<file path="src/rtl/stall_pkg.sv">
// Shared types and default parameters for the stall issuer block.
package stall_pkg;

  localparam int ACK_WINDOW_DEF     = 4;
  localparam int TIMEOUT_CYCLES_DEF = 1024;
  localparam int TAG_W_DEF          = 4;

  typedef enum logic [2:0] {
    IDLE,
    PULSE,
    ACKWAIT,
    HOLD,
    FINISH
  } state_t;

  function automatic int max2(input int a, input int b);
    return (a > b) ? a : b;
  endfunction

endpackage

</file>
<file path="src/rtl/stall_issuer_if.sv">
// Request/ack/completion bundle between a stall requester, the delay counter and the issuer.
interface stall_issuer_if #(
  parameter int TAG_W = stall_pkg::TAG_W_DEF
);

  logic             stallReq;
  logic [TAG_W-1:0] stallTag;
  logic             pcEn;
  logic             delayEn;
  logic             busy;
  logic             doneValid;
  logic [TAG_W-1:0] doneTag;
  logic             timeoutErr;
  logic             ovfErr;

  modport master (
    output stallReq, stallTag, pcEn,
    input  delayEn, busy, doneValid, doneTag, timeoutErr, ovfErr
  );

  modport slave (
    input  stallReq, stallTag, pcEn,
    output delayEn, busy, doneValid, doneTag, timeoutErr, ovfErr
  );

endinterface

</file>
<file path="src/rtl/stall_timer.sv">
// Saturating cycle counter; o_hit flags that the current enabled cycle is the i_limit-th one.
module stall_timer #(
  parameter int CW = 11
) (
  input  logic          clk,
  input  logic          rst,
  input  logic          i_clear,
  input  logic          i_enable,
  input  logic [CW-1:0] i_limit,
  output logic          o_hit
);

  logic [CW-1:0] r_count;
  logic [CW:0]   w_count_inc;

  always_ff @(posedge clk) begin
    if (rst) begin
      r_count <= '0;
    end else if (i_clear) begin
      r_count <= '0;
    end else if (i_enable && (r_count != '1)) begin
      r_count <= r_count + 1'b1;
    end
  end

  // One bit wider so a saturated count cannot wrap the comparison.
  assign w_count_inc = {1'b0, r_count} + {{CW{1'b0}}, 1'b1};
  assign o_hit       = (w_count_inc >= {1'b0, i_limit});

endmodule

</file>
<file path="src/rtl/stall_issuer.sv">
// Issues one-cycle stall pulses to the delay counter, tracks its ack/hold phases and
// reports completion, with a single-entry pending slot for requests arriving while busy.
module stall_issuer
  import stall_pkg::*;
#(
  parameter int ACK_WINDOW     = ACK_WINDOW_DEF,
  parameter int TIMEOUT_CYCLES = TIMEOUT_CYCLES_DEF,
  parameter int TAG_W          = TAG_W_DEF
) (
  input  logic          clk,
  input  logic          rst,
  stall_issuer_if.slave bus
);

  localparam int            CW      = $clog2(max2(ACK_WINDOW, TIMEOUT_CYCLES) + 1);
  localparam logic [CW-1:0] ACK_LIM = CW'(ACK_WINDOW);
  localparam logic [CW-1:0] TMO_LIM = CW'(TIMEOUT_CYCLES);

  state_t           r_state, w_state_next;
  logic             r_pend_valid, w_pend_valid_next;
  logic [TAG_W-1:0] r_pend_tag, w_pend_tag_next;
  logic [TAG_W-1:0] r_tag, w_tag_next;
  logic             r_timeout_err, w_timeout_set;
  logic             r_ovf_err, w_ovf_set;
  logic             w_req_taken;
  logic             w_tmr_clear, w_tmr_enable, w_tmr_hit;
  logic [CW-1:0]    w_tmr_limit;

  stall_timer #(.CW(CW)) u_timer (
    .clk      (clk),
    .rst      (rst),
    .i_clear  (w_tmr_clear),
    .i_enable (w_tmr_enable),
    .i_limit  (w_tmr_limit),
    .o_hit    (w_tmr_hit)
  );

  always_ff @(posedge clk) begin
    if (rst) begin
      r_state       <= IDLE;
      r_pend_valid  <= 1'b0;
      r_pend_tag    <= '0;
      r_tag         <= '0;
      r_timeout_err <= 1'b0;
      r_ovf_err     <= 1'b0;
    end else begin
      r_state       <= w_state_next;
      r_pend_valid  <= w_pend_valid_next;
      r_pend_tag    <= w_pend_tag_next;
      r_tag         <= w_tag_next;
      r_timeout_err <= r_timeout_err | w_timeout_set;
      r_ovf_err     <= r_ovf_err | w_ovf_set;
    end
  end

  always_comb begin
    w_state_next      = r_state;
    w_pend_valid_next = r_pend_valid;
    w_pend_tag_next   = r_pend_tag;
    w_tag_next        = r_tag;
    w_timeout_set     = 1'b0;
    w_ovf_set         = 1'b0;
    w_tmr_clear       = 1'b0;
    w_tmr_enable      = 1'b0;
    w_tmr_limit       = ACK_LIM;
    w_req_taken       = 1'b0;

    unique case (r_state)
      IDLE: begin
        if (r_pend_valid) begin
          w_tag_next        = r_pend_tag;
          w_pend_valid_next = 1'b0;
          w_state_next      = PULSE;
        end else if (bus.stallReq) begin
          w_tag_next   = bus.stallTag;
          w_req_taken  = 1'b1;
          w_state_next = PULSE;
        end
      end
      PULSE: begin
        w_tmr_clear  = 1'b1;
        w_state_next = ACKWAIT;
      end
      ACKWAIT: begin
        w_tmr_enable = 1'b1;
        w_tmr_limit  = ACK_LIM;
        if (!bus.pcEn) begin
          w_tmr_clear  = 1'b1;
          w_state_next = HOLD;
        end else if (w_tmr_hit) begin
          w_timeout_set = 1'b1;
          w_state_next  = FINISH;
        end
      end
      HOLD: begin
        w_tmr_enable = 1'b1;
        w_tmr_limit  = TMO_LIM;
        if (bus.pcEn) begin
          w_state_next = FINISH;
        end else if (w_tmr_hit) begin
          w_timeout_set = 1'b1;
          w_state_next  = FINISH;
        end
      end
      FINISH: begin
        w_state_next = IDLE;
      end
      default: begin
        w_state_next = IDLE;
      end
    endcase

    // In IDLE the slot is being drained this cycle, so it can accept a new request.
    if (bus.stallReq && !w_req_taken) begin
      if (!r_pend_valid || (r_state == IDLE)) begin
        w_pend_valid_next = 1'b1;
        w_pend_tag_next   = bus.stallTag;
      end else begin
        w_ovf_set = 1'b1;
      end
    end
  end

  assign bus.delayEn    = (r_state == PULSE);
  assign bus.doneValid  = (r_state == FINISH);
  assign bus.doneTag    = r_tag;
  assign bus.busy       = (r_state != IDLE) || r_pend_valid;
  assign bus.timeoutErr = r_timeout_err;
  assign bus.ovfErr     = r_ovf_err;

endmodule
</file>
<file path="src/flat_wrapper.sv">
// flat-port wrapper written by rule: the top's interface ports become plain ports
module stall_issuer_flat import stall_pkg::*;
#(
  parameter int ACK_WINDOW     = ACK_WINDOW_DEF,
  parameter int TIMEOUT_CYCLES = TIMEOUT_CYCLES_DEF,
  parameter int TAG_W          = TAG_W_DEF
)
  (clk, rst, bus_stallReq, bus_stallTag, bus_pcEn, bus_delayEn, bus_busy, bus_doneValid, bus_doneTag, bus_timeoutErr, bus_ovfErr);
  stall_issuer_if #(.TAG_W(TAG_W)) bus_i ();
  input  logic clk;
  input  logic rst;
  input wire logic [$bits(bus_i.stallReq)-1:0] bus_stallReq;
  input wire logic [$bits(bus_i.stallTag)-1:0] bus_stallTag;
  input wire logic [$bits(bus_i.pcEn)-1:0] bus_pcEn;
  output wire logic [$bits(bus_i.delayEn)-1:0] bus_delayEn;
  output wire logic [$bits(bus_i.busy)-1:0] bus_busy;
  output wire logic [$bits(bus_i.doneValid)-1:0] bus_doneValid;
  output wire logic [$bits(bus_i.doneTag)-1:0] bus_doneTag;
  output wire logic [$bits(bus_i.timeoutErr)-1:0] bus_timeoutErr;
  output wire logic [$bits(bus_i.ovfErr)-1:0] bus_ovfErr;
  assign bus_i.stallReq = bus_stallReq;
  assign bus_i.stallTag = bus_stallTag;
  assign bus_i.pcEn = bus_pcEn;
  assign bus_delayEn = bus_i.delayEn;
  assign bus_busy = bus_i.busy;
  assign bus_doneValid = bus_i.doneValid;
  assign bus_doneTag = bus_i.doneTag;
  assign bus_timeoutErr = bus_i.timeoutErr;
  assign bus_ovfErr = bus_i.ovfErr;
  stall_issuer #(.ACK_WINDOW(ACK_WINDOW), .TIMEOUT_CYCLES(TIMEOUT_CYCLES), .TAG_W(TAG_W)) u_core (.clk(clk), .rst(rst), .bus(bus_i));
endmodule
</file>
<file path="config.mk">
export PLATFORM = sky130hd
export DESIGN_NAME = stall_issuer_flat
export DESIGN_NICKNAME = d
export VERILOG_FILES = /design/src/rtl/stall_pkg.sv /design/src/rtl/stall_issuer_if.sv /design/src/rtl/stall_timer.sv /design/src/rtl/stall_issuer.sv /design/src/flat_wrapper.sv
export SDC_FILE = /design/constraint.sdc
export NUM_CORES = 1
export LEC_CHECK = 0
export CAP_MARGIN = 20
export CELL_PAD_IN_SITES_DETAIL_PLACEMENT = 1
export CELL_PAD_IN_SITES_GLOBAL_PLACEMENT = 2
export CORE_MARGIN = 8
export CORE_UTILIZATION = 37
export CTS_BUF_LIST = sky130_fd_sc_hd__clkbuf_8
export DETAILED_ROUTE_END_ITERATION = 10
export PLACE_DENSITY = 0.89
export SLEW_MARGIN = 25
export SYNTH_ARGS = -nofsm -noshare
export SYNTH_HDL_FRONTEND = slang
export SYNTH_SLANG_ARGS = --single-unit
</file>
<file path="constraint.sdc">
create_clock -name clk -period 7.2 [get_ports clk]
set_clock_uncertainty 0.2 [all_clocks]
set_input_delay 1.8 -clock clk [delete_from_list [all_inputs] [get_ports clk]]
set_output_delay 1.8 -clock clk [all_outputs]
set_load 0.02 [all_outputs]
</file>
Word-level counts from Yosys, hierarchy flattened
Index checks and enable logic that the tools add are counted.
Word-level totals
  bits of input ports: 8
  logic and storage cells: 55
  register bits after elaboration: 25
  output and inout bits: 9
Operators by class
  eq/ne operators: 6
  bitwise operators: 2
  magnitude comparators: 1
  add/sub/neg operators: 2
  reductions and logical operators: 13
  multiplexer cells: 24
Operator list (number)
  $mux 3: 5
  $mux 1: 13
  $add 11x1->12 const B: 1
  $ge 12x11->1: 1
  $pmux 3 s4: 1
  $add 11x1->11 const B: 1
  $mux 11: 1
  $ne 11x11->1 const B: 1
  $mux 4: 2
  $eq 3x2->1 const B: 2
  $pmux 1 s2: 2
  $reduce_and 2->1: 2
  $reduce_or 2->1: 2
  $eq 3x1->1 const B: 1
  $eq 3x3->1 const B: 1
  $logic_not 3->1: 1
  $ne 3x2->1 const B: 1
  $reduce_bool 3->1: 1
  $logic_and 1x1->1: 2
  $logic_not 1->1: 2
  $logic_or 1x1->1: 2
  $or 1x1->1: 2
  $reduce_bool 2->1: 1

Logic depth before layout (Yosys ltp)
  depth in word-level cells: 7
  gate-level depth with buffers: 10
  depth with buffers taken out: 9

Cells and area by module
Synthesis repeated with hierarchy kept, for this count alone.
Second synthesis, totals
  cell total of the unflattened synthesis: 184
  area, all modules: 1629.1 µm²
By module, submodules not included
  stall_timer: area each 887.1 µm², instances 1, cells an instance 105, sequential area each 220.2 µm²
  stall_issuer: area each 742.0 µm², instances 1, cells an instance 79, sequential area each 280.3 µm²

Worst setup path after synthesis
OpenSTA, ideal clock, no wires.
  path type: register to output
  start: register u_core.r_state[0]
  end: output port bus_busy
  data required time: 5.200 ns
  path buffers: 0
  cell stages (with the launch flop): 3
  arrival time: 1.129 ns
  setup slack: 4.071 ns
  path through: dfxtp_1 or3_1 or2_2
On the way
  longest elaborated chain between the ends: 2
Ends and longest elaborated chain
  start: declaration: line stall_issuer.sv:19  | state_t r_state, w_state_next;
  start signal: assignment: line stall_issuer.sv:47  | r_state <= w_state_next;
  $reduce_bool 3->1: line stall_issuer.sv:127  | assign bus.busy = (r_state != IDLE) || r_pend_valid;
  $logic_or 1x1->1: line stall_issuer.sv:127
  end: declaration: line flat_wrapper.sv:16  | output wire logic [$bits(bus_i.busy)-1:0] bus_busy;
No other way between the ends.

Worst setup path in the final report
Ends and elaborated chain as after synthesis.

==> results by group <==
Setup path
  • Critical path's largest stage delay: 540 ps
  • R2R Path End: u_core.r_state[1]
  • Crit start category: register
  • Critical Path RT: 5200 ps
  • Critical path class: register to primary output
  • CP max-delay cell: clkdlybuf4s50_1
  • Crit path arrival time: 2040 ps
  • FF-to-FF path depth: 9
  • Worst setup EP type: primary output
  • CP Buf/Inv Count: 1
  • Crit path depth: 3
  • Critical R2R Launch: u_core.r_state[1]
  • Kind of cell adding the most delay to the critical path: simple AND/OR/NAND/NOR gates
  • Crit-path cells: or3_1, or2_2, clkdlybuf4s50_1
  • Worst-path maximum fanout: 7
  • FF-to-FF setup slack: 4360 ps

Clock tree
  • Clock Sinks: 25
  • Clock latency on the worst-skew pair: 280 ps
  • Root Buffer: clkbuf_8
  • Clock-pin slew on the worst setup and hold paths: 100 ps
  • CTS tree: yes
  • Post-cts sizing count: 0
  • CTS max path bufs: 2
  • Post-CTS Hold Buffers: 0
  • Post-CTS setup buffers: 0
  • Cts bufs inserted: 3
  • Max H-tree Level: 1

Run
  • Max-cap viol count: 0

Min path
  • Hold path endpoint: u_core.bus.ovfErr
  • WHS Path Cells: 2
  • Worst hold start: u_core.bus.ovfErr
  • Min-Delay Path Class: register to register

Power and ir drop
  • Worst vdd ir: 0.1582 mV
  • Pwr Total: 514.6 uW
  • Leak: 0.5812 nW
  • PwrDens: 331.4 nW/um^2

Logic synthesis
  • Ys Warns: 0
  • Sequential fraction of the synthesis area: 37.88%
  • Average size of a mapped cell: 8.580 um^2
  • Netlist cell types: 35
  • Synth Instances: 154
  • Top cell type's share of synthesized area: 37.88%
  • Post-synth top flop: dfxtp_1
  • Post-synth EDFFs: 0
  • Cell accounting for the most synthesized area: dfxtp_1
  • Synthesized cell area: 1321 um^2
  • Ranking of synthesized cells by area: dfxtp_1, mux2i_1, nor2_1
  • #FFs+latches synth: 25
  • Most instantiated library cell after synthesis: dfxtp_1
  • Total nets after synthesis: 166
  • Synth top cells by count: dfxtp_1, nor2_1, nand2_1
  • Async set-reset flop share out of synthesis: 0%

Final layout
  • Antenna fix cells: 0
  • Final non-filler cell total: 213
  • Area growth syn-to-layout: 17.52%
  • Fin area: 1553 um^2
  • Final #Nets: 180
  • Share of post-route cells with drive strength above 1: 4.192%

Drt
  • First-pass DRT Iterations: 5
  • Total wire length: 3.423 mm
  • Vias per cell: 5.512
  • Via count: 1,174
  • ANT nets after route: 0
  • DRC: 0
  • DR iter-0 viols: 54
  • Post-DR wirelength/cell: 16.07 um

GRT
  • Grt ovf: 0
  • Vias in the first global route: 1,187
  • Largest net degree at the start of global routing: 17
  • GRT Overall Usage: 13.19%
  • Number of antenna violations at the first check in global routing: 0
  • First-pass GRT wire length: 5.823 mm

Floorplan
  • Initial Utilization: 38.98%
  • Placeable Area: 3390 um^2
  • Die Y: 75.76 um
  • # IOs: 17
  • Die Area: 5739 um^2
  • # rows: 21
  • Die Width: 75.76 um

Timing
  • Fin. Hold Viols: 0
  • Slew margin rel.: 39.64%
  • Fmax: 0.2478 GHz
  • Period utilization: 56.06%
  • Final Critical Period: 4036 ps
  • RSZ-0062 raised after global routing: no
  • Tightest Pin Transition: 903.5 ps
  • Final Max Tran Viols: 0
  • Final setup fails: 0
  • Setup TNS: 0 ps

Placed design
  • Post-detail-place hpwl: 2.512 mm
  • IO Port Bufs: 16
  • Placer Congestion: 0.8358
  • Placed Area: 1504 um^2
  • Placed insts: 209

Run status
  • Status: finished clean
[state kept, by name, indices dropped and copies added (netlist names)]
register                count
u_core.r_pend_tag           4
u_core.bus.ovfErr           1
u_core.u_timer.r_count     11
u_core.r_state              3
u_core.bus.doneTag          4
u_core.bus.timeoutErr       1
u_core.r_pend_valid         1
[how the worst max path moves through the flow]
stage / start / to / slack, ps
4_1_cts: u_core.r_state[0] / bus_busy / 3160
3_3_place_gp: u_core.r_state[0] / bus_busy / 3520
3_5_place_dp: bus_pcEn / u_core.u_timer.r_count[1] / 3390
5_1_grt: u_core.r_state[0] / bus_busy / 3110
6_report: u_core.r_state[0] / bus_busy / 3160
2_1_floorplan: u_core.r_state[0] / bus_busy / 4070
[placed cells by master, fill, tap and decap left out, types with 2 or more instances in the layout]
| cell type | count |
|---|---|
| dfxtp_1 | 25 |
| nor2_1 | 23 |
| clkdlybuf4s50_1 | 16 |
| nand2_1 | 11 |
| mux2i_1 | 9 |
| xnor2_1 | 8 |
| nor3_1 | 7 |
| a21oi_1 | 7 |
| nand3_1 | 6 |
| xor2_1 | 5 |
| o21ai_0 | 5 |
| nand2b_1 | 4 |
| a211oi_1 | 4 |
| a211o_1 | 4 |
| ha_1 | 4 |
| nand4_1 | 3 |
| nor2b_1 | 3 |
| clkbuf_8 | 3 |
| and3_1 | 2 |
| o21a_1 | 2 |
| a31oi_1 | 2 |
[power by group]
| group | total (mW) | switching (mW) | internal, mW | leakage [nW] |
|---|---|---|---|---|
| Combinational | 0.222 | 0.121 | 0.101 | 0.356 |
| Sequential | 0.203 | 0.0358 | 0.167 | 0.204 |
| Clock | 0.0898 | 0.0504 | 0.0394 | 0.0217 |
[cell families after synthesis]
group	share of synthesized area, %
compound gates	16.95
xor+xnor	8.617
fa+ha+maj	3.788
buf+inv	2.651
flops	37.88
mux	6.818
simple gates	23.30
[routing by layer]
layer / up-vias / GRT usage, % / share of wire [%]
met4: 0 / 6.183 / 2.1
li1: 578 / - / -
met1: 570 / 16.25 / 47
met3: 7 / 3.289 / 4.3
met5: - / 0 / 0
met2: 19 / 20.91 / 47
[cell type report]
type	instances	area, um^2
multi-input combinational	122	785.8
sequential	25	500.5
tap	46	57.56
clock buffer	3	41.29
clock inverter	1	7.507
fill	408	1837
timing repair buffer	16	160.2
[worst min-delay path: cells and delay by family (launching register included)]
kind	cells	cell delay (ps)
and+or+nand+nor	1	70
AOI/OAI and AO/OA	1	40
DFF	1	340
[per-stage QoR]
stage	util [%]	setup slack (ps)	hold WS (ps)
final	45.81	3164	279.1
after global routing	45.81	3108	338.7
after CTS	45.81	3164	291.1
after detailed placement	44.37	3393	268.3
after global placement	44.37	3523	250.9
after floorplan	-	4071	263.2
(Power assumes the default switching activity.)
==> patch: new RTL, config.mk and constraints unchanged <==
Set the package constant `TIMEOUT_CYCLES_DEF` to 512 (it was 1024).
--- a/src/rtl/stall_pkg.sv
+++ b/src/rtl/stall_pkg.sv
@@ -3,5 +3,5 @@
 
   localparam int ACK_WINDOW_DEF     = 4;
-  localparam int TIMEOUT_CYCLES_DEF = 1024;
+  localparam int TIMEOUT_CYCLES_DEF = 512;
   localparam int TAG_W_DEF          = 4;
 
Check against the original RTL: same outputs for any inputs over 10 cycles, from zero or initial values and one cycle with rst high; that may be too few to reach the edited logic, so the function may still have changed.
==> patch against the unedited design <==
Critical path depth did not move; power rose by 0.36%; synthesized area did not move; global-route usage fell by 1.6 points; routed wire length fell by 14%; sequential share of layout area fell by 1.1 points; cell area fell by 0.64%; setup slack got worse by 0.042 ns; sequential cell count fell by 1; highest routed layer unchanged.
==> patch: results (changes against the unedited design) <==
The flow ran to the end, and the final reports show no timing, DRC or antenna violations. The register clock-pin slew on the reported worst setup and hold paths was 0.09 ns. The quantity of I/O buffers inserted on ports works out to 16 (unchanged).

The run gives 0.116 (-0.0159) as the combined global-route utilization of all metal layers. The share of total power consumed by net switching was 0.371 (-0.0319); the total number of vias was 1077 (-8.3%). The beginning of the worst register-to-register path was u_core.r_state[1]. The total of cells resized after clock tree synthesis was 0 (unchanged). After synthesis, the most frequently instantiated cells are 25 x sky130_fd_sc_hd__nor2_1, 24 x sky130_fd_sc_hd__dfxtp_1, 10 x sky130_fd_sc_hd__mux2i_1, 10 x sky130_fd_sc_hd__nand2_1, 8 x sky130_fd_sc_hd__xor2_1. For the initial antenna violation count, the log shows 0 (unchanged). The clock tree buffer depth came out at 2 (unchanged). The final net count was 168 (-6.7%); the total number of yosys warnings was 0 (unchanged). The share of flip-flops with an asynchronous set or reset is 0 (unchanged). The leakage dissipation is 0.579 nW (-0.46%). End of the worst hold path: u_core.bus.ovfErr.

Number of detailed-route iterations in the first pass: 4 (-1). The run gives 179 uV (+13%) as the worst ir drop on vdd. Among all flip-flop cells after synthesis, the most frequent one is sky130_fd_sc_hd__dfxtp_1. The run gives 0.364 (-0.0152) as the proportion of synthesized chip area in sequential cells. Worst hold path depth: 2 (unchanged).

Count of distinct cell types in the synthesized netlist: 45 (+29%). Worst-case reg-to-reg path depth: 10 (+1). In this run the most critical hold path is launched from u_core.bus.ovfErr. Ranked by total cell area, the synthesized netlist is headed by sky130_fd_sc_hd__dfxtp_1 36%, sky130_fd_sc_hd__mux2i_1 7.6%, sky130_fd_sc_hd__nor2_1 7.1%.

The fill cell instance count of the final layout came out at 392 (-3.9%). The flip-flop count of the largest register after layout was 10 (-1); the count of antenna diodes in the layout was 0 (unchanged). The logs give 2230 um (-11%) for the detailed placer's ending HPWL and 0 (unchanged) for the number of setup buffers added after CTS.

The tools report the total clock buffers created by CTS as 3 (unchanged). The root buffer selected by CTS is sky130_fd_sc_hd__clkbuf_8. The routed wire length per instance was 14.5 um (-9.6%); the headroom to the max-slew limit was 0.454 (+0.0576). Share of layout cells above drive strength 1: 0.0897 (+0.0478).

For the area taken by flip-flops and latches, the log shows 480 um^2 (-4.0%). Worst-path maximum fanout: 11 (+4). The run gives 157 (-5.4%) as the net count after synthesis.

The maximum number of pins on one net before global-route repair came out at 15 (-2). The data arrival time of the critical path is 2.08 ns (+0.04 ns), and the global placement routability congestion is 0.726 (-13%). The worst hold path belongs to the class register to register. The number of DRC markers after the initial detailed-route iteration is 80 (+48%), and the slack of the worst reg-to-reg path is 4.15 ns (-0.21 ns). For the placed instance area, the log shows 1470 um^2 (-2.2%). For the global-route wire length before repair, the log shows 5200 um (-11%). Register bank with the most flops: u_core.u_timer.r_count. The number of instances in the synthesized netlist is 146 (-5.2%). The endpoint of the worst-slack reg-to-reg timing path was u_core.r_state[1]. The logs give 1 (unchanged) for the H-tree depth reported by CTS and 202 (-5.2%) for the final instance count without filler cells.
-- patch: changes by cell type in the layout (fill, tap and decap cells not counted), moves of 2 or more --
cell / delta
sky130_fd_sc_hd__xnor2_1: -5
sky130_fd_sc_hd__nor3_1: -4
sky130_fd_sc_hd__a21oi_1: -3
sky130_fd_sc_hd__nand2b_1: -2
sky130_fd_sc_hd__nor2_1: +2
sky130_fd_sc_hd__nand3_1: -3
sky130_fd_sc_hd__xor2_1: +3
sky130_fd_sc_hd__a211o_1: -3
sky130_fd_sc_hd__nor2b_1: -3
sky130_fd_sc_hd__o21ai_0: -3
-- patch: how the worst max path moves through the flow --
stage,end,start,slack (ns),depth (start not counted)
CTS,bus_busy,u_core.r_state[0],3.12,3
global placement,bus_busy,u_core.r_state[0],3.48,3
finish,bus_busy,u_core.r_state[0],3.12,3
floorplan,bus_busy,u_core.r_state[2],3.97,4
global route,bus_busy,u_core.r_state[0],3.04,3
detailed placement,u_core.u_timer.r_count[8],bus_pcEn,3.41,5
-- patch: power by group through the flow --
stage | clock [mW] | combinational (mW) | sequential (mW)
2_1_floorplan | 0 | 0.139 | 0.190
3_3_place_gp | 0 | 0.202 | 0.192
3_5_place_dp | 0 | 0.206 | 0.195
4_1_cts | 0.123 | 0.208 | 0.193
5_1_grt | 0.129 | 0.227 | 0.197
6_report | 0.121 | 0.204 | 0.192
-- patch: routing by layer --
layer / GRT usage / vias to the layer above / share of wire
met5: 0 / - / 0
met2: 0.180 / 17 / 0.47
met4: 0.0384 / 0 / 0.011
met1: 0.153 / 512 / 0.48
met3: 0.0276 / 4 / 0.037
li1: - / 544 / -
-- patch: kinds of logic (layout without fill, tap and decap cells) --
kind of cell / count (synthesis) / in the layout / synth area share
DFF: 24 / 24 / 0.364
buffers and inverters: 11 / 21 / 0.0540
adders and majority gates: 3 / 3 / 0.0284
and+or+nand+nor: 60 / 60 / 0.236
AOI/OAI and AO/OA: 26 / 26 / 0.158
muxes: 11 / 11 / 0.0871
xor gates and xnor gates: 11 / 11 / 0.0729
-- patch: per-stage QoR --
step | setup slack (ns) | hold slack [ns]
after floorplan | 3.97 | 0.263
after global placement | 3.48 | 0.264
after detailed placement | 3.41 | 0.261
after CTS | 3.12 | 0.286
after global routing | 3.04 | 0.331
final | 3.12 | 0.280
-- patch: area by class of cell --
type                            instances  area share
Sequential cell                        24       0.311
Inverter                                1     0.00243
Tap cell                               46      0.0373
Clock buffer                            3      0.0268
Timing Repair Buffer                   16       0.104
Clock inverter                          1      0.0195
Multi-Input combinational cell        111       0.499
-- patch: worst max-delay path: stages, from the launching register on --
cell                              delay [ns]
sky130_fd_sc_hd__dfxtp_1                0.42
sky130_fd_sc_hd__or3_1                  0.51
sky130_fd_sc_hd__or2_2                  0.33
sky130_fd_sc_hd__clkdlybuf4s50_1        0.55
